$ cat src/rtl/mmu_tlb.sv
// Fully associative TLB: combinational lookup with same-cycle write bypass,
// dedup/explicit/round-robin write targeting, flush, and a saturating miss counter.
module mmu_tlb #(
    parameter int unsigned PAGE_NUM_WIDTH = 20,
    parameter int unsigned ENTRIES        = 4,
    localparam int unsigned IDX_W         = $clog2(ENTRIES)
) (
    input  logic                      clk,
    input  logic                      clr,
    input  logic                      stall,
    input  logic                      mmu_en,
    input  logic                      mmu_update,
    input  logic                      tlb_we,
    input  logic                      tlb_idx_valid,
    input  logic [IDX_W-1:0]          tlb_idx,
    input  logic                      tlb_flush,
    input  logic [PAGE_NUM_WIDTH-1:0] vpage_in,
    input  logic [PAGE_NUM_WIDTH-1:0] ppage_in,
    input  logic [31:0]               vaddr_in,
    input  logic                      addr_valid,
    output logic [31:0]               paddr_o,
    output logic                      mmu_error_o,
    output logic [IDX_W-1:0]          hit_idx_o,
    output logic [15:0]               miss_cnt_o
);

    localparam int unsigned OFF_W = 32 - PAGE_NUM_WIDTH;

    typedef struct packed {
        logic [PAGE_NUM_WIDTH-1:0] vpage;
        logic [PAGE_NUM_WIDTH-1:0] ppage;
    } entry_t;

    entry_t                    entry_q [ENTRIES];
    logic [ENTRIES-1:0]        valid_q;
    logic [ENTRIES-1:0]        valid_d;
    logic [IDX_W-1:0]          rr_q;
    logic [IDX_W-1:0]          rr_d;
    logic                      en_q;
    logic [15:0]               miss_q;

    logic [PAGE_NUM_WIDTH-1:0] page_c;
    logic                      en_c;
    logic                      bypass_c;
    logic                      look_hit;
    logic [IDX_W-1:0]          look_idx;
    logic [PAGE_NUM_WIDTH-1:0] look_ppage;
    logic                      wr_match;
    logic [IDX_W-1:0]          wr_match_idx;
    logic [IDX_W-1:0]          wr_idx;
    logic                      count_miss;

    // Associative search: one port for the lookup page, one for the write page.
    always_comb begin
        page_c       = vaddr_in[31:OFF_W];
        look_hit     = 1'b0;
        look_idx     = '0;
        look_ppage   = '0;
        wr_match     = 1'b0;
        wr_match_idx = '0;
        for (int i = 0; i < int'(ENTRIES); i++) begin
            if (valid_q[i] && (entry_q[i].vpage == page_c)) begin
                look_hit   = 1'b1;
                look_idx   = IDX_W'(i);
                look_ppage = entry_q[i].ppage;
            end
            if (valid_q[i] && (entry_q[i].vpage == vpage_in)) begin
                wr_match     = 1'b1;
                wr_match_idx = IDX_W'(i);
            end
        end
    end

    // Write target and replacement pointer; a flush empties the table first,
    // so an existing match is meaningless in that cycle.
    always_comb begin
        wr_idx = rr_q;
        rr_d   = rr_q;
        if (tlb_flush) begin
            wr_idx = tlb_idx_valid ? tlb_idx : '0;
            rr_d   = (tlb_we && !tlb_idx_valid) ? IDX_W'(1) : '0;
        end else if (wr_match) begin
            wr_idx = wr_match_idx;
        end else if (tlb_idx_valid) begin
            wr_idx = tlb_idx;
        end else if (tlb_we) begin
            rr_d = rr_q + IDX_W'(1);
        end
        valid_d = tlb_flush ? '0 : valid_q;
        if (tlb_we) begin
            valid_d[wr_idx] = 1'b1;
        end
    end

    // Translation outputs; the in-flight write takes precedence over stored entries.
    always_comb begin
        en_c        = mmu_update ? mmu_en : en_q;
        bypass_c    = tlb_we && (vpage_in == page_c);
        paddr_o     = vaddr_in;
        mmu_error_o = 1'b0;
        hit_idx_o   = '0;
        if (en_c) begin
            if (bypass_c) begin
                paddr_o   = {ppage_in, vaddr_in[OFF_W-1:0]};
                hit_idx_o = wr_idx;
            end else if (look_hit) begin
                paddr_o   = {look_ppage, vaddr_in[OFF_W-1:0]};
                hit_idx_o = look_idx;
            end else begin
                mmu_error_o = 1'b1;
            end
        end
        count_miss = addr_valid && mmu_error_o;
    end

    always_ff @(posedge clk) begin
        if (!clr) begin
            en_q    <= 1'b0;
            valid_q <= '0;
            rr_q    <= '0;
            miss_q  <= '0;
        end else if (!stall) begin
            if (mmu_update) begin
                en_q <= mmu_en;
            end
            valid_q <= valid_d;
            rr_q    <= rr_d;
            miss_q  <= (count_miss && (miss_q != 16'hFFFF)) ? miss_q + 16'd1 : miss_q;
        end
    end

    // Page fields carry no reset; validity alone gates their use.
    always_ff @(posedge clk) begin
        if (tlb_we && !stall) begin
            entry_q[wr_idx] <= '{vpage: vpage_in, ppage: ppage_in};
        end
    end

    assign miss_cnt_o = miss_q;

endmodule

$ cat config.mk
export PLATFORM = sky130hd
export DESIGN_NAME = mmu_tlb
export DESIGN_NICKNAME = d
export VERILOG_FILES = /design/src/rtl/mmu_tlb.sv
export SDC_FILE = /design/constraint.sdc
export NUM_CORES = 1
export LEC_CHECK = 0
export ABC_AREA = 1
export BUFFER_PORTS_ARGS = -buffer_cell sky130_fd_sc_hd__buf_2
export CAP_MARGIN = 20
export CELL_PAD_IN_SITES_DETAIL_PLACEMENT = 0
export CELL_PAD_IN_SITES_GLOBAL_PLACEMENT = 1
export CORE_MARGIN = 2
export CORE_UTILIZATION = 43
export CTS_BUF_LIST = sky130_fd_sc_hd__clkbuf_16
export DETAILED_ROUTE_END_ITERATION = 6
export GPL_TIMING_DRIVEN = 0
export PLACE_DENSITY_LB_ADDON = 0.1
export SLEW_MARGIN = 20
export SYNTH_ARGS = -nofsm -noshare
export SYNTH_HDL_FRONTEND = slang
export SYNTH_SLANG_ARGS = --single-unit
$ cat constraint.sdc
create_clock -name clk -period 2.7 [get_ports clk]
set_input_delay 0 -clock clk [delete_from_list [all_inputs] [get_ports clk]]
set_output_delay 0 -clock clk [all_outputs]
set_load 0.02 [all_outputs]
==> key figures <==
Place
  – Dpl cells: ~1.9k
  – Gpl congestion: roughly 1.0
  – Port bufs: ~110
  – Dpl hpwl: ~32000 um

Setup path
  – CP dominant cell by count: nand2_1
  – Slowest stage delay, CP: between 400 and 500 ps
  – Crit path kind: flip-flop to primary output
  – Critical path origin: entry_q[1][21]
  – Slowest-stage cell, CP: edfxtp_1
  – Worst-path cell chain: inv_1 > o22ai_1 > nor2_1 > nand2_2 > nor2_4 > nand3_4 > buf_2 > nand2_1 > o211ai_1 > nand2_1 > nand2_1 > a21oi_2 > buf_4
  – Crit path max fanout: 10
  – CP Capture Type: primary output
  – Startpoint Class: flip-flop
  – R2R Path Start: entry_q[1][35]
  – Data required time of the worst path: approximately 2700 ps
  – Critical path arrival: around 2700 ps

Layout
  – Filler instances: 2480
  – Most frequent cells in the layout: 530 x nand2_1, 188 x nor2_1, 160 x edfxtp_1
  – Layout Area Growth over Synthesis: 26.0%
  – Commonest non-fill, non-tap cell in the layout: nand2_1
  – Finished Core Util: a little under three fifths
  – Share of cells above drive strength 1: about a fifth
  – Final layout net count: ~1.8k
  – Final Instance Count excl. Fillers: a little over 2k

Routing
  – Drt first pass iters: 6
  – DR vias/cell: 5.28
  – DR vias: ~11k
  – Drt wl/cell: 21.7 um
  – Initial DRC Count: roughly 1.1k
  – DRC: 0
  – Final Routed Wirelength: 44100 um
  – Final antenna-violating net count: 0

CTS
  – Clock sinks: around 180
  – Clock buffer depth: 2
  – Root buf cell: clkbuf_16
  – CTS tree: done
  – Total CTS buffers: 17
  – Worst skew pair latency: 450 ps
  – Clock slew seen by the registers of the worst setup and hold paths: roughly 80 ps
  – H-tree levels: 4

Timing
  – Slew @ Worst Pin: ~770 ps
  – Max-slew violation count: 0
  – Fin crit share: ~98%
  – Fmax: roughly 380 MHz
  – Hold slack: between 15 and 20 ps
  – Skew final: around 15 ps
  – Final Hold Violating Endpoints: 0
  – Relative slew slack: a little under half
  – Min cycle time layout: ~2700 ps
  – RSZ-0062 raised after global routing: yes
  – Final setup vio count: 0

Floorplan
  – Die Wd: between 150 and 200 um
  – Core area: about 25000 um2
  – Die area: 27100 um2
  – Std-Cell Rows: 58
  – Die height: roughly 160 um
  – I/O pins: between 100 and 150
  – Initial Util: between 40% and 50%

GRT
  – Initial antenna violation count: 1
  – Grt total ovfl: 0
  – First-pass GRT wire length: 62900 um
  – GRT Overall Usage: 32.8%
  – Largest net degree at the start of global routing: 41
  – Number of global-route vias before repair: about 9.7k

Synth
  – Synth warn: 0
  – Top post-synthesis cells by area: edfxtp_1 43%, nand2_1 18%, nor2_1 6.9%
  – Sequential-to-total area share from yosys stat: around 47%
  – Yosys top cell area share: between 40% and 50%
  – Net Count, Synth: ~1.6k
  – Netlist cell types: 36
  – Cell Area, Synth: ~11000 um2
  – Avg Cell Area, Syn: 7.52 um2
  – Cells after Synth: about 1.5k
  – Seq cells post-synth: 183
  – Post-synth top area cell: edfxtp_1

Pwr
  – Total chip power: approximately 7 mW
  – PwrDens: roughly 490 nW/um2
  – P_leak: between 6 and 7 nW
  – Worst vdd ir: 0.000329 V

Status
  – Status: complete, no violations

Hold path
  – Worst min path class: input pin to flip-flop
  – Hold_sp: mmu_update

Flow run
  – MaxCap Viol Count: 0
## per-layer routing
metal  GRT usage [%]  up-vias  part of all wire, %
li1                -     5148                    -
met2            49.1      503                   44
met5               0        -                    0
met1            47.5     5009                   44
met4            8.93        0                  2.0
met3            7.79       53                   10
## logic make-up after synthesis
kind of cell	count (synthesis)	share of synthesized area, %
AO/OA/AOI/OAI	127	6.34
adder cells (fa/ha/maj)	1	0.113
buffers and inverters	230	9.13
AND/OR/NAND/NOR	879	32.6
flip-flops	183	47.4
XOR/XNOR	55	4.34
## final timing paths
check,to,slack [ps],cells after the start
worst max-delay path,paddr_o[30],40,13
worst min-delay path,miss_cnt_o[2],20,4
worst max register to register,entry_q[1][17],90,14
worst min register to register,miss_cnt_o[13],510,2
## cell usage after synthesis
cell type  count
a21oi_1       49
a31oi_1        1
a41oi_1        1
and2_1         2
buf_2         21
buf_4         19
buf_6          7
clkbuf_1      17
clkinv_1       2
dfxtp_1       23
edfxtp_1     160
ha_1           1
inv_1        136
inv_2         28
nand2_1      544
nand2_2        1
nand3_1       40
nand3_2        4
nand3_4        2
nand3b_1       1
nand4_1       39
nor2_1       203
nor2_2         6
nor2_4         2
nor3_1         9
nor3_2         1
nor4_1         4
o211ai_1       3
o21ai_0       24
o21ai_1       11
o21ai_2        1
o221ai_1       2
o22ai_1       35
or2_0         21
xnor2_1       34
xor2_1        21
## flip-flops by register name, summed over array words and instances (netlist names)
name	cells
entry_q	160
miss_cnt_o	16
valid_q	4
rr_q	2
en_q	1
## timing repair
item	CTS	global route
hold buffers	43	0
cloned	1	2
endpoints found under the hold margin	165	0
setup buffers	9	25
pin swaps	4	46
setup endpoints to repair	181	155
resized for setup	39	118
## stage by stage
| stage | TNS (ps) | cell area [um2] | setup slack (ps) |
|---|---|---|---|
| finish | 0 | 14000 | 42.3 |
| global route | -1130 | 14000 | -65.8 |
| floorplan | 0 | 11100 | 225 |
| detailed placement | -48500 | 12100 | -496 |
| CTS | 0 | 13400 | 0.0633 |
| global placement | -210400 | 12100 | -1470 |
## report_power, final
group | internal (mW) | switching [mW] | leakage [nW] | total, mW
clock network | 1.25 | 1.32 | 0.292 | 2.57
registers | 3.17 | 0.0546 | 1.64 | 3.22
logic | 0.383 | 0.712 | 4.43 | 1.09
total | 4.80 | 2.09 | 6.36 | 6.89
## worst max-delay path, delay by kind of cell (launching register included)
kind,cells,cell delay (ps)
and+or+nand+nor,7,850
DFF,1,480
buffers and inverters,3,520
AOI/OAI and AO/OA,3,350
## layout make-up
class                   count  area (um2)  share of cell area (%)
diodes                      1        2.50                  0.0179
plain buffers              64         458                    3.28
clock buffers              17         425                    3.04
clock inverters            15         161                    1.15
inverters                 166         693                    4.96
multi-input cells        1062        5040                    36.1
flip-flops and latches    183        5270                    37.7
well taps                 330         413                    2.95
repair buffers            192        1510                    10.8
Note: power is estimated with default switching activity, not from simulation.
